**src/rtl/bloom_word_hasher.sv**
```systemverilog
// Splits an ASCII byte stream into words and emits two 8-bit hashes per word.
// Optional macro BLOOM_HASH_CASEFOLD_EN folds A-Z to lowercase before hashing.
module bloom_word_hasher #(
  parameter logic [7:0]  DELIM   = 8'h20,
  parameter int unsigned MAX_LEN = 32,
  parameter logic [7:0]  H1_SEED = 8'h00,
  parameter logic [7:0]  H2_SEED = 8'h00
) (
  input  logic       clock,
  input  logic       reset,
  input  logic       char_valid,
  output logic       char_ready,
  input  logic [7:0] char_in,
  input  logic       char_last,
  input  logic       op_write,
  input  logic       hash_ready,
  output logic       hash_valid,
  output logic [7:0] hash1,
  output logic [7:0] hash2,
  output logic       write,
  output logic       check,
  output logic       word_trunc
);

  localparam int unsigned LEN_W = $clog2(MAX_LEN + 1);

  typedef enum logic [1:0] {IDLE, ACCUM, EMIT} state_t;

  state_t             state;
  logic [LEN_W-1:0]   len;
  logic               trunc;
  logic               op_q;

  logic [7:0]         fc;
  logic               accept;
  logic               is_delim;
  logic               at_limit;

  function automatic logic [7:0] fold(input logic [7:0] c);
`ifdef BLOOM_HASH_CASEFOLD_EN
    if (c >= 8'h41 && c <= 8'h5A) return c | 8'h20;
`endif
    return c;
  endfunction

  function automatic logic [7:0] rot_xor(input logic [7:0] a, input logic [7:0] c);
    return {a[4:0], a[7:5]} ^ c;
  endfunction

  // a*31 computed as a*32 - a, all in 8-bit wrap-around arithmetic
  function automatic logic [7:0] mul_add(input logic [7:0] a, input logic [7:0] c);
    return {a[2:0], 5'b00000} - a + c;
  endfunction

  always_comb begin
    fc       = fold(char_in);
    accept   = char_valid & char_ready;
    is_delim = (fc == DELIM);
    at_limit = (len == LEN_W'(MAX_LEN));
  end

  always_ff @(posedge clock or posedge reset) begin
    if (reset) begin
      state      <= IDLE;
      len        <= '0;
      trunc      <= 1'b0;
      op_q       <= 1'b0;
      char_ready <= 1'b0;
      hash_valid <= 1'b0;
      hash1      <= H1_SEED;
      hash2      <= H2_SEED;
      write      <= 1'b0;
      check      <= 1'b0;
      word_trunc <= 1'b0;
    end else begin
      case (state)
        IDLE: begin
          char_ready <= 1'b1;
          if (accept && !is_delim) begin
            op_q  <= op_write;
            hash1 <= rot_xor(H1_SEED, fc);
            hash2 <= mul_add(H2_SEED, fc);
            len   <= LEN_W'(1);
            if (char_last) begin
              state      <= EMIT;
              char_ready <= 1'b0;
              hash_valid <= 1'b1;
              write      <= op_write;
              check      <= ~op_write;
              word_trunc <= 1'b0;
            end else begin
              state <= ACCUM;
            end
          end
        end
        ACCUM: begin
          char_ready <= 1'b1;
          if (accept) begin
            if (!is_delim) begin
              if (!at_limit) begin
                hash1 <= rot_xor(hash1, fc);
                hash2 <= mul_add(hash2, fc);
                len   <= len + LEN_W'(1);
              end else begin
                trunc <= 1'b1;
              end
            end
            if (is_delim || char_last) begin
              state      <= EMIT;
              char_ready <= 1'b0;
              hash_valid <= 1'b1;
              write      <= op_q;
              check      <= ~op_q;
              word_trunc <= trunc | (!is_delim && at_limit);
            end
          end
        end
        EMIT: begin
          if (hash_ready) begin
            state      <= IDLE;
            char_ready <= 1'b1;
            hash_valid <= 1'b0;
            write      <= 1'b0;
            check      <= 1'b0;
            word_trunc <= 1'b0;
            trunc      <= 1'b0;
            len        <= '0;
            hash1      <= H1_SEED;
            hash2      <= H2_SEED;
          end
        end
        default: state <= IDLE;
      endcase
    end
  end

endmodule
```
**config.mk**
```make
export PLATFORM = sky130hd
export DESIGN_NAME = bloom_word_hasher
export DESIGN_NICKNAME = d
export VERILOG_FILES = /design/src/rtl/bloom_word_hasher.sv
export SDC_FILE = /design/constraint.sdc
export NUM_CORES = 1
export LEC_CHECK = 0
export ABC_AREA = 0
export BUFFER_PORTS_ARGS = -buffer_cell sky130_fd_sc_hd__buf_2
export CAP_MARGIN = 20
export CORE_UTILIZATION = 61
export DETAILED_ROUTE_END_ITERATION = 8
export PLACE_DENSITY = 0.83
export SLEW_MARGIN = 0
export SYNTH_ARGS = -nofsm -noshare
export SYNTH_HDL_FRONTEND = slang
export SYNTH_SLANG_ARGS = --single-unit
export TNS_END_PERCENT = 50
```
**constraint.sdc**
```tcl
create_clock -name clock -period 4.3 [get_ports clock]
set_input_delay 0.86 -clock clock [delete_from_list [all_inputs] [get_ports clock]]
set_output_delay 0.86 -clock clock [all_outputs]
set_load 0.02 [all_outputs]
```
==> key figures, run 1 <==
Status
  • Status: completed

Timing
  • Final hold viol count: 0
  • Slew @ Worst Pin: 0.673 ns
  • Worst hold slack: slightly above 0.5 ns
  • Maximum clock frequency: ~370 MHz
  • Fin crit period: approximately 2.7 ns
  • Final setup violation count: 0
  • Max-slew violations: 0
  • Tcrit/Tclk final: 63.2%
  • Final TNS setup: 0 ns
  • Slew headroom: roughly 55%
  • Worst Clk Skew: just over 0.009 ns
  • RSZ-0062 raised after global routing: no

Detailed routing
  • DRC violations left: 0
  • DRT Wirelength: 5380 um
  • Via/cell ratio: 6.24
  • Pre-antenna DRT Iters: 5
  • ANT nets after route: 0
  • DR WL met3: approximately 380 um
  • DR WL/cell: between 15 and 20 um
  • Highest metal used: met4
  • Met1 wire length: approximately 2400 um
  • Met2 wire length: between 2000 and 2500 um
  • Vias: approximately 2,000
  • Number of DRC markers in iteration 0: around 170

Clock tree
  • Clock sinks: 31
  • CTS tree: done
  • CTS Hold Bufs: 0
  • Clk buf depth: 2
  • Post-CTS Setup Inserts: 0
  • Total CTS buffers: 5
  • Clk slew on worst S/H paths: ~0.070 ns
  • H-tree Lvls: 2
  • Clock Root Buffer: clkbuf_8
  • Worst-Skew Late Latency: just under 0.3 ns
  • Post_cts resized: 0

Global routing
  • Vias in the first global route: between 1,500 and 2,000
  • Grt total ovfl: 0
  • Tot GR Track Use: between 30% and 40%
  • First-pass GRT wire length: ~9000 um
  • Pin count of the biggest net entering global routing: 32
  • Initial antenna violation count: 0

Critical path
  • Cells along the critical path: buf_2, ha_1, ha_1, fa_1, a21o_1, a21oi_1, xor2_1, o21ai_0, mux2_2
  • CP max stage cell: fa_1
  • CP peak stage delay: about 0.44 ns
  • CP top delay family: adder cells
  • Crit-path most repeated cell: ha_1
  • Critical Path Start Type: input pin
  • Critical path data arrival time: between 2 and 3 ns
  • Crit path capture type: register
  • Kind of critical path: in -> reg
  • Max FO, Critical Path: 4
  • Worst path bufs/invs: 1
  • Required @ worst endpoint: around 4.5 ns

Final layout
  • Layout fillers: between 200 and 300
  • Register area: a little under 800 um^2
  • Multi-input logic area: 1360 um^2
  • Layout cells sized above 1: ~22%
  • Final nets: between 300 and 400
  • Fin cells: roughly 320
  • P&R area growth vs syn: 12.8%
  • Final antenna diode count: 0
  • Final core occ: about three quarters

Die
  • Initial Util: 65.5%
  • Core Box Area: between 3000 and 4000 um^2
  • Row count: 21
  • IO Count: 35
  • Die area: about 3900 um^2
  • Die height: 62.8 um
  • Die W: around 63 um

Synth
  • Syn_nets: roughly 280
  • #FFs+latches synth: 31
  • Async set-reset flop share out of synthesis: between 90% and 100%
  • Leading area contributor after synthesis: dfrtp_1
  • Top cells by area, synth: dfrtp_1 (34%), ha_1 (9.4%), o21ai_0 (5.1%)
  • Post-synthesis compound-gate area fraction: a little under a fifth
  • Post-synth top flop: dfrtp_1
  • Most frequent cell after synthesis: dfrtp_1
  • Share of the synthesized area in the top cell type: 34.4%
  • Sequential-to-total area share from yosys stat: 34.4%
  • Number of synthesized flops with an enable pin: 0
  • Post-Synth Simple-Gate Area: 18.3%
  • Most instantiated cells after synthesis: dfrtp_1 (31), nand2_1 (24), o21ai_0 (23), inv_1 (18), ha_1 (17)
  • Adder-Cell Fraction of Synth Area: 12.1%
  • Yosys Warn Count: 0
  • Netlist cell types: 45
  • Gate Count Post-Synth: roughly 240
  • Combinational family with the most area after synthesis: compound AO/OA/AOI/OAI gates
  • Post-Synth XOR/XNOR Area: under 10%
  • Mux cell area share after synthesis: under 10%
  • Mapped Area: 2250 um^2
  • Syn avg cell area: approximately 9.4 um^2

Place
  • Final GP Congestion: approximately 0.89
  • Inst Count DP: between 300 and 400
  • IO buf count: 34
  • Final HPWL DP: just under 4000 um

Run
  • Maxcap violations: 0

Power and ir drop
  • Leakage: between 1 and 1.5 nW
  • Pwr/cell area: around 830 nW/um^2
  • Maximum vdd drop: slightly below 0.6 mV
  • Tot Pwr: 2.12 mW

Hold path
  • Hold Crit Class: reg -> reg
[cell usage in the layout, fill, tap and decap left out, drive strengths merged, types with 10 or more instances in the layout]
master and n:
mux2i 10, nand2 24, buf 36, o21ai 25, a21oi 17, inv 18
ha 17, dfrtp 31, a31oi 10
[layout make-up]
cell class              instances  share of cell area [%]
multi-input cells             182                    53.3
flip-flops and latches         31                    30.5
repair buffers                 36                    7.28
clock buffers                   8                    3.94
inverters                      18                    2.66
well taps                      46                    2.26
[registers in the layout (all words and copies together) (netlist names)]
| name | cells |
|---|---|
| op_q | 1 |
| hash1 | 8 |
| hash2 | 8 |
| word_trunc | 1 |
| check | 1 |
| char_ready | 1 |
| hash_valid | 1 |
| len | 6 |
| trunc | 1 |
| write | 1 |
| state | 2 |
[per-layer routing]
metal	track usage [%]	vias up
met1	41.4	965
met2	45.4	93
met4	13.1	0
li1	-	928
met3	7.66	16
met5	0	-
[cell families after synthesis]
| family | Yosys count |
|---|---|
| AO/OA/AOI/OAI | 71 |
| buffers and inverters | 28 |
| AND/OR/NAND/NOR | 67 |
| flip-flops | 31 |
| XOR/XNOR | 7 |
| adder cells (fa/ha/maj) | 20 |
| multiplexers | 17 |
[worst register-to-register path, cell delays in order (launching register included)]
cell,delay [ns]
dfrtp_1,0.38
inv_1,0.09
ha_1,0.42
a211oi_1,0.40
and3_1,0.57
nand3_1,0.25
o31ai_1,0.31
[worst paths after layout]
check | startpoint | endpoint | slack, ns | depth (start not counted)
worst min-delay path | trunc | trunc | 0.51 | 1
worst min register to register | trunc | trunc | 0.51 | 1
worst max-delay path | char_in[1] | hash2[5] | 1.58 | 9
worst max register to register | state[1] | len[4] | 1.79 | 6
min in group asynchronous | reset | hash1[2] | 0.65 | 3
max in group asynchronous | reset | len[3] | 3.36 | 3
[power by group]
group	leakage, nW	internal [mW]	switching [mW]	total [mW]
logic	0.767	0.544	0.803	1.35
registers	0.388	0.411	0.103	0.514
clock network	0.0515	0.146	0.110	0.255
total	1.21	1.10	1.02	2.12
[stage by stage]
stage / setup slack (ns) / cell area [um^2]
after floorplan: 1.62 / 2250
after global placement: 1.40 / 2440
after detailed placement: 1.35 / 2440
after CTS: 1.61 / 2540
after global routing: 1.50 / 2540
final: 1.58 / 2540
Note: power is estimated with default switching activity, not from simulation.
==> inputs of run 2 (changes only) <==
--- a/config.mk
+++ b/config.mk
@@ -8,9 +8,9 @@
 export ABC_AREA = 0
 export BUFFER_PORTS_ARGS = -buffer_cell sky130_fd_sc_hd__buf_2
 export CAP_MARGIN = 20
-export CORE_UTILIZATION = 61
+export CORE_UTILIZATION = 51
 export DETAILED_ROUTE_END_ITERATION = 8
-export PLACE_DENSITY = 0.83
+export PLACE_DENSITY = 0.74
 export SLEW_MARGIN = 0
 export SYNTH_ARGS = -nofsm -noshare
 export SYNTH_HDL_FRONTEND = slang
==> constraint.sdc (replaced) <==
create_clock -name clock -period 2.4 [get_ports clock]
set_input_delay 0.48 -clock clock [delete_from_list [all_inputs] [get_ports clock]]
set_output_delay 0.48 -clock clock [all_outputs]
set_load 0.02 [all_outputs]
==> key figures, run 2 (synthesized netlist as in run 1, its figures left out) <==
Clock tree
  • H-tree Lvls: 2
  • CTS Hold Bufs: 0
  • Total CTS buffers: 5
  • Clk slew on worst S/H paths: 0.07 ns
  • Clock Root Buffer: clkbuf_8
  • Clock sinks: 31
  • Worst-Skew Late Latency: ~0.28 ns
  • Clk buf depth: 2
  • CTS tree: done

Power and ir drop
  • Clock power frac: 13.4%
  • NetSw: approximately 1.9 mW
  • Switching share of power: between 40 and 50%
  • Leakage: 1.29 nW
  • Tot Pwr: a little over 4 mW
  • P_int: 2.19 mW
  • Pwr/cell area: approximately 1500 nW/um^2
  • Power share of the combinational group: about 64%
  • Sequential group share of total power: a little under a quarter
  • Maximum vdd drop: around 0.77 mV

Detailed routing
  • DRC violations left: 0
  • Number of DRC markers in iteration 0: 130
  • ANT nets after route: 0
  • Via/cell ratio: a little under 6
  • Pre-antenna DRT Iters: 4
  • Vias: between 1,500 and 2,000
  • DR WL/cell: 15.9 um
  • DRT Wirelength: around 5400 um

Die
  • Die area: 4690 um^2
  • IO Count: 35
  • Initial Util: 54.8%
  • Die height: about 68 um
  • Core Box Area: about 4000 um^2
  • Row count: 23
  • Die W: between 60 and 70 um

Global routing
  • Pin count of the biggest net entering global routing: 32
  • Tot GR Track Use: about a quarter
  • Vias in the first global route: between 1,500 and 2,000
  • Grt total ovfl: 0
  • First-pass GRT wire length: between 8000 and 9000 um
  • Initial antenna violation count: 0

Final layout
  • P&R area growth vs syn: 18.9%
  • Commonest non-fill, non-tap cell in the layout: buf_2
  • Final antenna diode count: 0
  • Final core occ: 65.2%
  • Post-route cell area: 2680 um^2
  • Layout fillers: about 360
  • Largest registers: hash1 (8), hash2 (8), len (6)
  • Layout cells sized above 1: a little over a quarter
  • Fin cells: 340
  • Final nets: roughly 320
  • Most frequent cells in the layout: buf_2 (34), dfrtp_1 (31), nand2_1 (24), o21ai_0 (23)

Critical path
  • Kind of critical path: reg -> reg
  • Cells along the critical path: fa_1, ha_1, or2_2, and3_1, o32ai_1, mux2_2
  • R2R setup slack: 0.11 ns
  • Crit path capture type: register
  • Critical Path Start Type: register
  • CP peak stage delay: slightly below 0.5 ns
  • Critical path data arrival time: around 2.5 ns
  • CP max stage cell: fa_1
  • Required @ worst endpoint: 2.63 ns
  • Max FO, Critical Path: 4

Timing
  • Final setup violation count: 0
  • RSZ-0062 raised after global routing: no
  • Post-route worst setup slack: 0.110 ns
  • Tcrit/Tclk final: 95.4%
  • Maximum clock frequency: ~440 MHz
  • Worst hold slack: between 0.2 and 0.3 ns
  • Slew headroom: approximately a quarter
  • Max-slew violations: 0
  • Final TNS setup: 0 ns
  • Final hold viol count: 0
  • Slew @ Worst Pin: approximately 1.1 ns
  • Fin crit period: between 2 and 2.5 ns
  • Worst Clk Skew: around 0.0022 ns

Hold path
  • Hold Crit Class: in -> async

Place
  • Final GP Congestion: approximately 0.89
  • Placement Cell Area: roughly 2600 um^2
  • IO buf count: 34
  • Inst Count DP: 332
  • DP Worst Slack: -0.0927 ns
  • Final HPWL DP: 3950 um

Status
  • Status: completed

Run
  • Maxcap violations: 0
[run 2: layout make-up]
cell class                 instances  area [um^2]  area share [%]
clock buffer                       6         82.6            3.08
clock inverter                     2         35.0            1.31
inverter                          18         67.6            2.52
multi-input combinational        182         1360            50.7
sequential                        31          776            28.9
tap                               50         62.6            2.33
timing repair buffer              51          298            11.1
[run 2: power groups by stage]
stage	registers, mW	logic, mW	clock network (mW)
global route	0.944	2.87	0.573
CTS	0.915	2.58	0.555
floorplan	1.08	1.68	0
finish	0.916	2.59	0.544
detailed placement	0.922	2.56	0
global placement	0.913	2.50	0
[run 2: metal layers]
layer	global-route usage [%]	routed length [um]
met2	41.1	2490
met1	33.0	2420
met4	8.85	57
met3	5.76	431
met5	0	0
[run 2: final timing paths]
kind                           from       end  depth (start not counted)
max reg2reg                hash2[0]  hash2[6]                          6
min reg2reg                   trunc     trunc                          1
min                           reset  hash1[5]                          3
min in group clock         op_write      op_q                          3
max in group asynchronous     reset     trunc                          3
max                        hash2[0]  hash2[6]                          6
[run 2: critical path, delay by kind of cell, from the launching register on]
family / cells / cell delay (ns)
and+or+nand+nor: 2 / 0.47
DFF: 1 / 0.46
muxes: 1 / 0.21
AOI/OAI and AO/OA: 1 / 0.28
adders and majority gates: 2 / 0.80
[run 2: repair_timing]
| action | 4_1_cts | 5_1_grt |
|---|---|---|
| endpoints found under the hold margin | 0 | 0 |
| resized for setup | 0 | 3 |
| buffers inserted | 0 | 0 |
| setup endpoints to repair | 0 | 5 |
==> inputs of run 3 (changes only) <==
--- a/config.mk
+++ b/config.mk
@@ -6,11 +6,11 @@
 export NUM_CORES = 1
 export LEC_CHECK = 0
 export ABC_AREA = 0
-export BUFFER_PORTS_ARGS = -buffer_cell sky130_fd_sc_hd__buf_2
 export CAP_MARGIN = 20
-export CORE_UTILIZATION = 51
+export CORE_UTILIZATION = 50
 export DETAILED_ROUTE_END_ITERATION = 8
-export PLACE_DENSITY = 0.74
+export DONT_BUFFER_PORTS = 1
+export PLACE_DENSITY = 0.66
 export SLEW_MARGIN = 0
 export SYNTH_ARGS = -nofsm -noshare
 export SYNTH_HDL_FRONTEND = slang
==> key figures, run 3 (synthesized netlist as in run 1, its figures left out) <==
Global routing
  • Grt total ovfl: 0
  • Pin count of the biggest net entering global routing: 32
  • First-pass GRT wire length: around 9000 um
  • Tot GR Track Use: a little under a quarter
  • Initial antenna violation count: 0
  • Vias in the first global route: roughly 1,800

Critical path
  • Critical Path Start Type: register
  • Kind of critical path: reg -> reg
  • Crit path capture type: register
  • Max FO, Critical Path: 3
  • Cells along the critical path: inv_1, ha_1, ha_1, fa_2, a21o_1, a21oi_1, xor2_1, o21ai_0, mux2_2
  • CP peak stage delay: ~0.38 ns
  • Crit-path most repeated cell: ha_1
  • Critical path data arrival time: roughly 2.4 ns
  • CP max stage cell: dfrtp_1
  • Required @ worst endpoint: approximately 2.6 ns

Final layout
  • Final core occ: about 58%
  • P&R area growth vs syn: 11.1%
  • Final antenna diode count: 0
  • Post-route cell area: roughly 2500 um^2
  • Final nets: 288
  • Fin cells: between 300 and 400
  • Layout cells sized above 1: between 15 and 20%
  • Most frequent cells in the layout: dfrtp_1 (31), nand2_1 (24), o21ai_0 (23), inv_1 (18), ha_1 (17)
  • Commonest non-fill, non-tap cell in the layout: dfrtp_1
  • Layout fillers: between 300 and 400
  • Largest registers: hash1 (8), hash2 (8), len (6)

Place
  • Final GP Congestion: roughly 0.8
  • IO buf count: 0
  • Inst Count DP: between 200 and 300
  • Final HPWL DP: ~3900 um
  • DP Worst Slack: -0.00360 ns
  • Placement Cell Area: between 2000 and 2500 um^2

Die
  • Row count: 24
  • Die height: between 60 and 70 um
  • Die area: approximately 4800 um^2
  • Core Box Area: approximately 4400 um^2
  • Die W: around 69 um
  • IO Count: 35
  • Initial Util: between 50% and 60%

Detailed routing
  • DR WL/cell: ~17 um
  • DRT Wirelength: 5270 um
  • DRC violations left: 0
  • Via/cell ratio: between 5 and 6
  • Vias: around 1,800
  • Number of DRC markers in iteration 0: approximately 90
  • ANT nets after route: 0
  • Pre-antenna DRT Iters: 4

Status
  • Status: completed

Clock tree
  • Clock Root Buffer: clkbuf_8
  • Clock sinks: 31
  • Clk buf depth: 2
  • Worst-Skew Late Latency: approximately 0.29 ns
  • Post-CTS Setup Inserts: 0
  • CTS tree: done
  • Clk slew on worst S/H paths: approximately 0.070 ns
  • Total CTS buffers: 5
  • H-tree Lvls: 2

Power and ir drop
  • Pwr/cell area: 1540 nW/um^2
  • Power share of the combinational group: 58.6%
  • Sequential group share of total power: 27.4%
  • Leakage: 1.14 nW
  • P_int: 2.08 mW
  • NetSw: 1.78 mW
  • Maximum vdd drop: 0.732 mV
  • Switching share of power: ~46%
  • Clock power frac: between 10% and 20%

Timing
  • Final setup violation count: 0
  • Post-route worst setup slack: 0.136 ns
  • Worst Clk Skew: roughly 0.009 ns
  • Final TNS setup: 0 ns
  • Slew headroom: 28.1%
  • Max-slew violations: 0
  • Slew @ Worst Pin: 1.07 ns
  • Maximum clock frequency: between 400 and 500 MHz
  • Tcrit/Tclk final: a little over nine tenths
  • Final hold viol count: 0
  • Fin crit period: between 2 and 2.5 ns
  • RSZ-0062 raised after global routing: no

Hold path
  • Hold Crit Class: in -> async

Run
  • Maxcap violations: 0
==> run 3: repair_timing <==
item / 4_1_cts / 5_1_grt
setup endpoints to repair: 0 / 1
hold buffers: 0 / 0
gates resized for setup: 0 / 1
==> run 3: final cells by class <==
type                            count  area, um^2  share of cell area (%)
Inverter                           18        67.6                    2.70
Clock inverter                      2        35.0                    1.40
Tap cell                           52        65.1                    2.60
Clock buffer                        6        82.6                    3.30
Sequential cell                    31         776                    31.0
Multi-Input combinational cell    182        1360                    54.2
Timing Repair Buffer               16         120                    4.80
==> run 3: power groups by stage <==
stage	clock (mW)	sequential, mW	combinational [mW]
after detailed placement	0	1.07	2.25
after floorplan	0	1.08	1.68
after global placement	0	1.06	2.21
after global routing	0.569	1.08	2.55
final	0.539	1.06	2.26
after CTS	0.550	1.06	2.26
==> run 3: path summary, 6_finish.rpt <==
| check | startpoint | endpoint | slack [ns] | depth (start not counted) |
|---|---|---|---|---|
| worst max-delay path | hash2[1] | hash2[5] | 0.14 | 9 |
| worst min-delay path | reset | hash2[0] | 0.16 | 2 |
| worst max register to register | hash2[1] | hash2[5] | 0.14 | 9 |
| worst min register to register | trunc | trunc | 0.51 | 1 |
| max in group asynchronous | reset | hash2[6] | 1.93 | 2 |
| min in group clock | op_write | op_q | 0.37 | 2 |
==> run 3: stage by stage <==
stage               hold slack, ns  total power [mW]
finish                       0.160              3.86
global placement             0.485              3.28
detailed placement           0.484              3.32
floorplan                    0.466              2.76
global route                 0.196              4.20
CTS                          0.173              3.87
==> run 3: metal layers <==
metal	routed length [um]	up-vias	track usage (%)
met4	58	0	7.26
met5	0	-	0
met3	189	6	4.82
met1	2560	898	34.0
met2	2470	35	36.6
li1	-	893	-
==> run 3: critical path, delay by kind of cell, from the launching register on <==
kind / cells / cell delay (ns)
adders and majority gates: 3 / 0.85
AOI/OAI and AO/OA: 3 / 0.41
DFF: 1 / 0.38
muxes: 1 / 0.27
xor gates and xnor gates: 1 / 0.16
buffers and inverters: 1 / 0.10
